$ cat src/rtl/frame_buf_mgr_pkg.sv
// Shared helpers for the frame-buffer manager: index-width calculation.
package frame_buf_mgr_pkg;

  // Width of a buffer index: ceil(log2(n)), never less than one bit.
  function automatic int idx_width(input int n);
    int w;
    w = 1;
    while ((1 << w) < n) w++;
    return w;
  endfunction

endpackage

$ cat src/rtl/frame_buf_mgr_free_pick.sv
// Lowest-index priority encoder over the FREE vector -> {found, idx}.
module frame_buf_mgr_free_pick
  import frame_buf_mgr_pkg::*;
#(
  parameter int NUM_BUFS = 3,
  parameter int IDX_W    = idx_width(NUM_BUFS)
) (
  input  logic [NUM_BUFS-1:0] free,
  output logic                found,
  output logic [IDX_W-1:0]    idx
);

  // Scan from the top down so the lowest set bit wins.
  always_comb begin
    found = |free;
    idx   = '0;
    for (int b = NUM_BUFS - 1; b >= 0; b--) begin
      if (free[b]) idx = IDX_W'(b);
    end
  end

endmodule

$ cat src/rtl/frame_buf_mgr.sv
// N-buffer frame-buffer manager for one camera writer and NUM_RD readers.
// Pulse semantics: wr_sof, wr_eof and rd_sof[r] are single-cycle strobes with
// no back-pressure; they are acted on in the cycle they are high and every
// output reflects them one clock later. Within one cycle the events are
// applied in the order wr_eof, rd_sof (all readers), wr_sof.
module frame_buf_mgr
  import frame_buf_mgr_pkg::*;
#(
  parameter int                NUM_BUFS     = 3,
  parameter int                NUM_RD       = 2,
  parameter int                ADDR_W       = 30,
  parameter logic [ADDR_W-1:0] BASE_ADDR    = 30'h0,
  parameter logic [ADDR_W-1:0] FRAME_STRIDE = 30'h10_0000,
  parameter int                DROP_W       = 16,
  localparam int               IDX_W        = idx_width(NUM_BUFS)
) (
  input  logic                     c3_clk0,
  input  logic                     c3_rst0,
  input  logic                     wr_sof,
  input  logic                     wr_eof,
  output logic                     wr_busy,
  output logic [IDX_W-1:0]         wr_buf,
  output logic [ADDR_W-1:0]        wr_base_addr,
  input  logic [NUM_RD-1:0]        rd_sof,
  output logic [NUM_RD-1:0]        rd_valid,
  output logic [NUM_RD*ADDR_W-1:0] rd_base_addr,
  output logic [NUM_RD-1:0]        rd_new_frame,
  output logic [DROP_W-1:0]        drop_cnt
);

  // Base address of buffer idx built with an adder chain (constant-folded).
  function automatic logic [ADDR_W-1:0] buf_addr(input int idx);
    logic [ADDR_W-1:0] a;
    a = BASE_ADDR;
    for (int i = 0; i < idx; i++) a = a + FRAME_STRIDE;
    return a;
  endfunction

  logic [ADDR_W-1:0] addr_tab [NUM_BUFS];

  for (genvar b = 0; b < NUM_BUFS; b++) begin : g_addr
    assign addr_tab[b] = buf_addr(b);
  end

  // Registered state.
  logic [NUM_BUFS-1:0] writing_q;
  logic [NUM_BUFS-1:0] latest_q;
  logic [NUM_RD-1:0]   mask_q [NUM_BUFS];
  logic                wr_busy_q;
  logic [IDX_W-1:0]    wr_buf_q;
  logic [ADDR_W-1:0]   wr_addr_q;
  logic [NUM_RD-1:0]   rd_valid_q;
  logic [NUM_RD-1:0]   rd_new_q;
  logic [IDX_W-1:0]    rd_idx_q  [NUM_RD];
  logic [ADDR_W-1:0]   rd_addr_q [NUM_RD];
  logic [DROP_W-1:0]   drop_q;

  // State after wr_eof and rd_sof have been applied.
  logic [NUM_BUFS-1:0] writing_a;
  logic [NUM_BUFS-1:0] latest_a;
  logic [NUM_RD-1:0]   mask_a [NUM_BUFS];
  logic [NUM_BUFS-1:0] free_a;
  logic                busy_a;
  logic                lat_any;
  logic [IDX_W-1:0]    lat_idx;
  logic [ADDR_W-1:0]   lat_addr;
  logic [NUM_RD-1:0]   rd_valid_n;
  logic [NUM_RD-1:0]   rd_new_n;
  logic [IDX_W-1:0]    rd_idx_n  [NUM_RD];
  logic [ADDR_W-1:0]   rd_addr_n [NUM_RD];

  // State after wr_sof has been applied.
  logic [NUM_BUFS-1:0] writing_n;
  logic                busy_n;
  logic [IDX_W-1:0]    wr_buf_n;
  logic [ADDR_W-1:0]   wr_addr_n;
  logic                drop_inc;
  logic                pick_found;
  logic [IDX_W-1:0]    pick_idx;
  logic [ADDR_W-1:0]   pick_addr;

  // Apply wr_eof, then every reader's rd_sof, and derive the FREE vector.
  always_comb begin
    writing_a  = writing_q;
    latest_a   = latest_q;
    mask_a     = mask_q;
    busy_a     = wr_busy_q;
    rd_valid_n = rd_valid_q;
    rd_new_n   = '0;
    rd_idx_n   = rd_idx_q;
    rd_addr_n  = rd_addr_q;
    lat_any    = 1'b0;
    lat_idx    = '0;
    lat_addr   = BASE_ADDR;
    free_a     = '0;

    // Completed frame becomes LATEST; the previous LATEST just loses the flag.
    if (wr_eof && wr_busy_q) begin
      latest_a  = writing_q;
      writing_a = '0;
      busy_a    = 1'b0;
      rd_new_n  = '1;
    end

    lat_any = |latest_a;
    for (int b = 0; b < NUM_BUFS; b++) begin
      if (latest_a[b]) begin
        lat_idx  = IDX_W'(b);
        lat_addr = addr_tab[b];
      end
    end

    // A reader moves to LATEST unless it already holds it.
    for (int r = 0; r < NUM_RD; r++) begin
      if (rd_sof[r] && lat_any && !(rd_valid_q[r] && (rd_idx_q[r] == lat_idx))) begin
        for (int b = 0; b < NUM_BUFS; b++) begin
          if (rd_valid_q[r] && (rd_idx_q[r] == IDX_W'(b))) mask_a[b][r] = 1'b0;
          if (lat_idx == IDX_W'(b)) mask_a[b][r] = 1'b1;
        end
        rd_valid_n[r] = 1'b1;
        rd_idx_n[r]   = lat_idx;
        rd_addr_n[r]  = lat_addr;
      end
    end

    for (int b = 0; b < NUM_BUFS; b++) begin
      free_a[b] = !writing_a[b] && (mask_a[b] == '0) && !latest_a[b];
    end
  end

  frame_buf_mgr_free_pick #(
    .NUM_BUFS (NUM_BUFS),
    .IDX_W    (IDX_W)
  ) u_free_pick (
    .free  (free_a),
    .found (pick_found),
    .idx   (pick_idx)
  );

  // Apply wr_sof: abort a running frame, claim a FREE buffer, or drop.
  always_comb begin
    writing_n = writing_a;
    busy_n    = busy_a;
    wr_buf_n  = wr_buf_q;
    wr_addr_n = wr_addr_q;
    drop_inc  = 1'b0;
    pick_addr = BASE_ADDR;

    for (int b = 0; b < NUM_BUFS; b++) begin
      if (pick_idx == IDX_W'(b)) pick_addr = addr_tab[b];
    end

    if (wr_sof) begin
      if (busy_a) begin
        drop_inc = 1'b1;
      end else if (pick_found) begin
        for (int b = 0; b < NUM_BUFS; b++) begin
          if (pick_idx == IDX_W'(b)) writing_n[b] = 1'b1;
        end
        busy_n    = 1'b1;
        wr_buf_n  = pick_idx;
        wr_addr_n = pick_addr;
      end else begin
        drop_inc = 1'b1;
      end
    end
  end

  // Per-buffer flags: WRITING, LATEST and reader masks.
  always_ff @(posedge c3_clk0 or posedge c3_rst0) begin
    if (c3_rst0) begin
      writing_q <= '0;
      latest_q  <= '0;
      mask_q    <= '{default: '0};
    end else begin
      writing_q <= writing_n;
      latest_q  <= latest_a;
      mask_q    <= mask_a;
    end
  end

  // Writer-facing registers.
  always_ff @(posedge c3_clk0 or posedge c3_rst0) begin
    if (c3_rst0) begin
      wr_busy_q <= 1'b0;
      wr_buf_q  <= '0;
      wr_addr_q <= BASE_ADDR;
    end else begin
      wr_busy_q <= busy_n;
      wr_buf_q  <= wr_buf_n;
      wr_addr_q <= wr_addr_n;
    end
  end

  // Reader-facing registers.
  always_ff @(posedge c3_clk0 or posedge c3_rst0) begin
    if (c3_rst0) begin
      rd_valid_q <= '0;
      rd_new_q   <= '0;
      rd_idx_q   <= '{default: '0};
      rd_addr_q  <= '{default: BASE_ADDR};
    end else begin
      rd_valid_q <= rd_valid_n;
      rd_new_q   <= rd_new_n;
      rd_idx_q   <= rd_idx_n;
      rd_addr_q  <= rd_addr_n;
    end
  end

  // Saturating count of frames lost to abort or no free buffer.
  always_ff @(posedge c3_clk0 or posedge c3_rst0) begin
    if (c3_rst0) begin
      drop_q <= '0;
    end else if (drop_inc && (drop_q != {DROP_W{1'b1}})) begin
      drop_q <= drop_q + DROP_W'(1);
    end
  end

  assign wr_busy      = wr_busy_q;
  assign wr_buf       = wr_buf_q;
  assign wr_base_addr = wr_addr_q;
  assign rd_valid     = rd_valid_q;
  assign rd_new_frame = rd_new_q;
  assign drop_cnt     = drop_q;

  for (genvar r = 0; r < NUM_RD; r++) begin : g_rd_out
    assign rd_base_addr[r*ADDR_W +: ADDR_W] = rd_addr_q[r];
  end

endmodule

$ cat config.mk
export PLATFORM = sky130hd
export DESIGN_NAME = frame_buf_mgr
export DESIGN_NICKNAME = d
export VERILOG_FILES = /design/src/rtl/frame_buf_mgr_pkg.sv /design/src/rtl/frame_buf_mgr_free_pick.sv /design/src/rtl/frame_buf_mgr.sv
export SDC_FILE = /design/constraint.sdc
export NUM_CORES = 1
export LEC_CHECK = 0
export CORE_MARGIN = 5
export CORE_UTILIZATION = 38
export DETAILED_ROUTE_END_ITERATION = 6
export HOLD_SLACK_MARGIN = 0.05
export PLACE_DENSITY = 0.77
export SYNTH_ARGS = -nofsm -noshare
export SYNTH_HDL_FRONTEND = slang
export SYNTH_HIERARCHICAL = 1
export SYNTH_SLANG_ARGS = --single-unit
$ cat constraint.sdc
create_clock -name c3_clk0 -period 3.3 [get_ports c3_clk0]
set_clock_uncertainty 0.2 [all_clocks]
set_input_delay 0.495 -clock c3_clk0 [delete_from_list [all_inputs] [get_ports c3_clk0]]
set_output_delay 0.495 -clock c3_clk0 [all_outputs]
set_load 0.02 [all_outputs]
Yosys cells after proc, flatten, opt, wreduce, memory -nomap -nowiden
Index checks and enable logic that the tools add are counted. W data, S select, Z words.

Add/subtract/negate cells: 1. Eq/ne operators: 11. Mux-type cells: 43. Bitwise logic cells: 1. Reductions and logical operators: 38.

Operators with widths (count): $mux W30 (2); $mux W21 (2); $mux W1 (29); $logic_and A1 B1 Y1 (20); $add A16 B1 Y16 const B (1); $ne A16 B16 Y1 const B (1); $mux W3 (5); $logic_not A2 Y1 (7); $mux W2 (5); $eq A2 B1 Y1 const B (4); $eq A2 B2 Y1 const B (4); $logic_not A1 Y1 (8); $reduce_or A3 Y1 (2); $eq A2 B2 Y1 (2); $reduce_and A3 Y1 (1); $not A1 Y1 (1).

Register bits after elaboration: 129. Bits of input ports: 6. Output and inout port bits: 113. Word-level logic and storage cells: 110.

Logic depth before layout (Yosys ltp)
Gate-level depths: netlist (run 1).

Depth in word-level cells: 20. Depth in mapped cells: 12. Depth with buffers taken out: 12.

Modules after synthesis
Netlist (run 1), hierarchy kept.

By module, submodules not included: frame_buf_mgr (instances 1, cells each 264, area an instance 2631.3 µm², seq. area each 1001.0 µm²); frame_buf_mgr_free_pick (instances 1, cells each 3, area an instance 20.0 µm², seq. area each 0.0 µm²).

Least setup slack after synthesis (run 1)
Ideal clock, no wire load.

Kind: flip-flop to flip-flop. Start: register wr_busy_q (netlist: wr_busy). End: register drop_q[9] (netlist: drop_cnt[9]). Setup time: 0.129 ns. Data arrival time: 2.914 ns. Data required time: 2.971 ns. Setup slack: 0.056 ns. Cell stages (with the launch flop): 12. Path buffers: 0. Period minus slack after synthesis: 3.244 ns. Cells stage by stage: dfrtp_1 > nand2_4 > mux2_4 > xnor2_2 > a221oi_2 > a2111oi_2 > or3_1 > inv_1 > o21ai_1 > nor4b_2 > nand4_1 > xnor2_1.

RTL lines: from (decl) (RTL line frame_buf_mgr.sv:49) `logic wr_busy_q;`; from (signal assigned) (RTL line frame_buf_mgr.sv:189) `wr_busy_q <= busy_n;`; to (signal assigned) (RTL line frame_buf_mgr.sv:215) `drop_q <= drop_q + DROP_W'(1);`; to (decl) (RTL line frame_buf_mgr.sv:56) `logic [DROP_W-1:0] drop_q;`.

==> impl_metrics.tcl, run 1 <==
set metrics [dict create \
    status "completed" \
    port-buffer-count 34 \
    share_of_final_layout_standard_cells_stronger_than_drive_strength_1_pct 25.2 \
    max_clock_freq_mhz 310 \
    crit_arrival_ns 3.24 \
    wire_length_of_the_first_global_routing_pass_mm 8.18 \
    post-synth-top-area-fraction_pct 37.8 \
    drt-total-wl_mm 5.73 \
    setup_violations_final 0 \
    clk-insertion-delay-late_ns 0.29 \
    vias_per_cell 4.38 \
    number_of_antenna_violations_at_the_first_check_in_global_routing 0 \
    power.ir.vdd_worst_uv 593 \
    maxCapViolations 0 \
    static-leakage-power_nw 1.56 \
    diodes 0 \
    synth.area.top_cells "sky130_fd_sc_hd__dfrtp_1 38%, sky130_fd_sc_hd__buf_4 24%, sky130_fd_sc_hd__xnor2_1 4.0%, sky130_fd_sc_hd__nand2_1 2.7%, sky130_fd_sc_hd__a2111oi_2 1.7%" \
    area_delta_synth_final_pct 25.4 \
    fin_util_pct 48.9 \
    dp_slack_ns -0.560 \
    cts_max_level 2 \
    worst_ep_required_time_ns 3.31 \
    synth_top_flop_cell "sky130_fd_sc_hd__dfrtp_1" \
    hold_viol_final 0 \
    post-synth-top-count-cell "sky130_fd_sc_hd__buf_4" \
    gr-usage-all-layers_pct 11.8 \
    critical_path_s_most_frequent_cell "sky130_fd_sc_hd__buf_4" \
    post_synth_most_frequent_cells "85 x sky130_fd_sc_hd__buf_4, 40 x sky130_fd_sc_hd__dfrtp_1, 19 x sky130_fd_sc_hd__nand2_1" \
    synth_area_um2 2650 \
    first_iter_violations 69 \
    worst-path-max-fanout 6 \
    crit_chain "nand4b_1 > buf_4 > o2111ai_4 > o21ai_2 > a221oi_4 > a2111oi_4 > or3_4 > inv_4 > o21ai_4 > nor4b_2 > buf_4 > nand4_1 > xnor2_1" \
    tritoncts.num_buffers 5 \
    ios 119 \
    post_dr_wirelength_cell_um 13.0 \
    core_area_um2 6790 \
    clk_transition_reported_paths_ns 0.08 \
    ant_nets 0 \
    final_net_count 352 \
    synth.yosys.warnings 6 \
    gr-total-overflow 0 \
    critical_path_class "flip-flop to flip-flop" \
    synth_area_per_cell_um2 9.93 \
    seq_area_um2 1000 \
    min_path_type "flip-flop to flip-flop" \
    critical_path_source_type "flip-flop" \
    first_pass_iters 4 \
    synth_largest_area_cell "sky130_fd_sc_hd__dfrtp_1" \
    total_power_divided_by_cell_area_nw_per_um2 739 \
    clock_sinks 40 \
    timing.final.crit_period_ns 3.23 \
    multi_input_comb_area_um2 1400 \
    gp_congestion 0.846 \
    async_reset_ff_share_pct 100 \
    start_util_pct 39.0 \
    max_buffers_root_to_sink 2 \
    final_area_um2 3320 \
    final-instance-count-excl-fill 441 \
    synth-edff-count 0 \
    die_footprint_um2 8750 \
    placement_rows 30 \
    count_of_different_cell_masters_after_synthesis 55 \
    filler_instances 602 \
    endpoint_kind "flip-flop" \
    post-route-period-util_pct 97.8 \
    place_inst 424 \
    cp_slowest_cell "sky130_fd_sc_hd__dfrtp_2" \
    rsz0062_at_grt "yes" \
    slew_headroom_pct 65.4 \
    setup_ws_ns 0.0729 \
    route.vias.total 1931 \
    dpl-instance-area_um2 3000 \
    route.detailed.drc 0 \
    post_synth_inst_count 267 \
    clock_tree.root_cell "sky130_fd_sc_hd__clkbuf_8" \
    dp_hpwl_mm 4.18 \
    synth.ff_latch_count 40 \
    tightestPinTransition_ns 0.520 \
    tritoncts "yes" \
    fp.dieH_um 93.5 \
    first_global_vias 1698 \
    grt_max_degree 41 \
    maxSlewViolCount 0 \
    critical_path.max_stage_delay_ns 0.45 \
    chipWidth_um 93.5 \
    seq_area_frac_synth_pct 37.8 \
]
## layer usage
layer	routed length (µm)	part of all wire (%)	GRT usage, %	vias up
li1	-	-	-	912
met1	2370	41	15.0	934
met2	2830	49	18.9	78
met3	442	7.7	3.38	7
met4	90	1.6	4.57	0
met5	0	0	0	-
## layout make-up
| class | count | share of cell area, % |
|---|---|---|
| multi-input combinational | 215 | 42.2 |
| sequential | 40 | 30.2 |
| timing repair buffer | 73 | 18.9 |
| tap | 96 | 3.61 |
| clock buffer | 5 | 2.07 |
| clock inverter | 2 | 1.81 |
| inverter | 10 | 1.28 |
## critical path: cells and delay by family, from the launching register on
family	cells	cell delay, ns
and+or+nand+nor	4	1.12
AOI/OAI and AO/OA	5	0.68
buffers and inverters	3	0.48
DFF	1	0.45
xor gates and xnor gates	1	0.19
## logic make-up after synthesis
group | share of synthesized area [%]
buffers and inverters | 25.6
and+or+nand+nor | 13.3
AOI/OAI and AO/OA | 14.4
DFF | 37.8
xor gates and xnor gates | 5.57
muxes | 2.78
adders and majority gates | 0.472
other | 0.141
## power by group
group	switching [mW]	internal [mW]
logic	0.663	0.592
registers	0.134	0.603
clock network	0.168	0.298
total	0.965	1.49
## placed cells by master, fill, tap and decap left out, drive strengths merged, types with 2 or more instances in the layout
cell / synthesis / final
a2111oi: 5 / 5
nor3b: 2 / 2
a31oi: 2 / 2
nor2: 11 / 11
xnor2: 13 / 13
and4: 2 / 2
a22o: 3 / 3
mux2: 5 / 5
o31ai: 2 / 2
xor2: 3 / 3
nand3b: 2 / 2
a211oi: 2 / 2
o2111ai: 2 / 2
clkdlybuf4s50: 0 / 33
buf: 85 / 39
a221oi: 2 / 2
bufinv: 0 / 2
a21oi: 3 / 3
a21o: 5 / 5
o21a: 3 / 3
o211ai: 3 / 3
nand3: 6 / 6
nand4: 6 / 6
o21ai: 6 / 6
dfrtp: 40 / 40
nand2: 20 / 20
nor3: 5 / 5
inv: 10 / 10
conb: 1 / 84
nand2b: 3 / 3
clkbuf: 0 / 6
## path summary, 6_finish.rpt
path                         startpoint            to  slack [ns]  depth (start not counted)
max                        writing_q[2]  drop_cnt[13]        0.07                         13
min                           mask_q[0]     mask_q[0]        0.30                          1
max reg2reg                writing_q[2]  drop_cnt[13]        0.07                         13
min reg2reg                   mask_q[0]     mask_q[0]        0.30                          1
max in group asynchronous       c3_rst0       wr_busy        2.09                          3
min in group asynchronous       c3_rst0   rd_idx_q[0]        0.42                          3
## stage by stage
step | power (mW) | TNS (ns) | hold WS, ns
after detailed placement | 1.81 | -9.86 | 0.283
after global placement | 1.78 | -7.89 | 0.266
after global routing | 2.60 | -0.205 | 0.324
final | 2.46 | 0 | 0.297
after floorplan | 1.42 | 0 | 0.261
after CTS | 2.29 | 0 | 0.302
## sequential cells by signal, summed over array words and instances (netlist names)
signal / cells
wr_buf: 2
drop_cnt: 16
rd_new_frame: 1
rd_valid: 2
wr_busy: 1
mask_q: 6
wr_base_addr: 2
latest_q: 3
rd_idx_q: 4
writing_q: 3
## repair_timing
action	4_1_cts	5_1_grt
cloned	0	0
resized for setup	2	24
hold buffers	0	0
pin swaps	1	11
setup endpoints to repair	22	22
setup buffers	1	9
(Power assumes the default switching activity.)
==> inputs of run 2 (changes only) <==
CTS_CLUSTER_DIAMETER = 150   (was unset)
==> results of run 2 <==
Same layout as run 1: the final DEF is identical, and so are final timing and power.
==> inputs of run 3 (changes only) <==
CORE_UTILIZATION = 42   (was 38)
PLACE_DENSITY = 0.81   (was 0.77)
clock period = 3.49 ns   (was 3.3 ns; I/O delays follow)
==> run 3 against run 2 <==
  * Non-clock buffer count fell by 15
  * Clock power fell by 34%
  * Critical path type is now primary input to flip-flop
  * Count of clock-buffer cells in the layout grew 3
  * Highest routed layer unchanged
  * Setup slack better by 0.16 ns
==> impl_metrics.tcl, run 3 (same netlist as run 1, synthesis figures left out) <==
set metrics [dict create \
    start_util_pct 42.5 \
    crit_arrival_ns 3.23 \
    hold_viol_final 0 \
    core_area_um2 6240 \
    clock_tree.root_cell "sky130_fd_sc_hd__clkbuf_8" \
    cp_slowest_cell "sky130_fd_sc_hd__a221oi_2" \
    detailroute.wirelength.met3_um 485 \
    fp.dieH_um 89.5 \
    route.detailed.drc 0 \
    first_iter_violations 82 \
    timing.final.crit_period_ns 3.26 \
    setup_violations_final 0 \
    route.vias.total 1865 \
    clk-insertion-delay-late_ns 0.29 \
    worst-path-max-fanout 7 \
    total_power_consumption_of_the_routed_design_mw 1.98 \
    wl_met1_mm 2.09 \
    tritoncts.num_buffers 5 \
    max_buffers_root_to_sink 2 \
    crit_chain "dlygate4sd2_1 > nand2_4 > inv_4 > a21oi_1 > o211ai_2 > a221oi_2 > a2111oi_2 > or3_1 > inv_1 > o21ai_2 > nor4b_2 > buf_4 > nand4_1 > xnor2_1" \
    drt-total-wl_mm 5.01 \
    rsz0062_at_grt "no" \
    internal-power_mw 1.18 \
    dpl-instance-area_um2 2940 \
    gr-usage-all-layers_pct 12.5 \
    diodes 0 \
    ant_nets 0 \
    gp_congestion 0.927 \
    hold_ws_ns 0.286 \
    min_path_type "flip-flop to flip-flop" \
    die_footprint_um2 8000 \
    first_pass_iters 4 \
    endpoint_kind "flip-flop" \
    setup_ws_ns 0.234 \
    first_global_vias 1708 \
    reg2reg_setup_slack_ns 0.29 \
    largest_reg_flops 16 \
    vias_per_cell 4.57 \
    power_frac_clock_pct 15.6 \
    port-buffer-count 34 \
    maxCapViolations 0 \
    area_delta_synth_final_pct 14.7 \
    total_power_divided_by_cell_area_nw_per_um2 653 \
    critical_path_class "primary input to flip-flop" \
    post-route-period-util_pct 93.3 \
    final_area_um2 3040 \
    netSwitchingPower_uw 808 \
    critical_path_source_type "primary input" \
    routed.top_layer "met4" \
    clock_sinks 40 \
    post_dr_wirelength_cell_um 12.3 \
    chipWidth_um 89.5 \
    power.switching_fraction_pct 40.7 \
    final_cell_mix "84 x sky130_fd_sc_hd__conb_1, 40 x sky130_fd_sc_hd__dfrtp_1, 33 x sky130_fd_sc_hd__clkdlybuf4s50_1" \
    max_clock_freq_mhz 307 \
    cts_max_level 2 \
    worst_ep_required_time_ns 3.46 \
    status "completed" \
    grt_max_degree 41 \
    maxSlewViolCount 0 \
    mostFrequentLayoutCell "sky130_fd_sc_hd__conb_1" \
    power_frac_seq_pct 34.5 \
    number_of_antenna_violations_at_the_first_check_in_global_routing 0 \
    route.met2.wl_mm 2.39 \
    placement_rows 29 \
    dp_slack_ns -0.352 \
    gr-total-overflow 0 \
    share_of_final_layout_standard_cells_stronger_than_drive_strength_1_pct 17.2 \
    tritoncts "yes" \
    filler_instances 588 \
    power.ir.vdd_worst_uv 454 \
    final_net_count 337 \
    comb_power_share_pct 50.0 \
    clk_transition_reported_paths_ns 0.07 \
    critical_path.max_stage_delay_ns 0.40 \
    ios 119 \
    static-leakage-power_nw 1.46 \
    dp_hpwl_mm 4.03 \
    wire_length_of_the_first_global_routing_pass_mm 7.82 \
]
run 3: critical path, delay by kind of cell:
| family | cells | cell delay (ns) |
|---|---|---|
| and+or+nand+nor | 4 | 0.87 |
| xor gates and xnor gates | 1 | 0.14 |
| AOI/OAI and AO/OA | 5 | 1.05 |
| buffers and inverters | 4 | 0.65 |
run 3: final timing paths:
check                                       from          endpoint  cells after the start
worst max register to register           wr_busy      drop_cnt[13]                     13
worst min register to register  wr_base_addr[21]  wr_base_addr[21]                      1
worst max-delay path                      wr_eof      drop_cnt[13]                     14
max in group asynchronous                c3_rst0      writing_q[0]                      3
worst min-delay path            wr_base_addr[21]  wr_base_addr[21]                      1
min in group asynchronous                c3_rst0       rd_valid[1]                      3
run 3: layout make-up:
type	instances	area [µm²]	area share (%)
multi-input cells	215	1290	42.6
flip-flops and latches	40	1000	32.9
repair buffers	58	519	17.1
well taps	77	96.3	3.17
clock buffers	8	90.1	2.96
inverters	10	40.0	1.32
run 3: layer usage:
metal,GRT usage [%],vias up
met5,0,-
met4,3.79,0
met3,3.69,4
met2,20.6,84
met1,15.8,894
li1,-,883
run 3: timing repair:
action / 4_1_cts / 5_1_grt
resized for setup: 2 / 1
endpoints found under the setup margin: 5 / 1
buffers inserted: 0 / 0
hold buffers: 0 / 0
run 3: metrics by stage:
stage / cells / util [%] / setup TNS (ns)
6_report: 408 / 48.7 / 0
5_1_grt: 408 / 48.7 / 0
4_1_cts: 408 / 48.6 / 0
3_5_place_dp: 400 / 47.1 / -5.95
3_3_place_gp: 400 / 47.1 / -3.46
2_1_floorplan: 350 / - / 0
run 3: power groups by stage:
stage	Combinational [mW]	Sequential, mW	Clock [mW]
2_1_floorplan	0.598	0.747	0
3_3_place_gp	0.964	0.689	0
3_5_place_dp	0.981	0.692	0
4_1_cts	0.992	0.684	0.320
5_1_grt	1.07	0.707	0.342
6_report	0.991	0.684	0.309
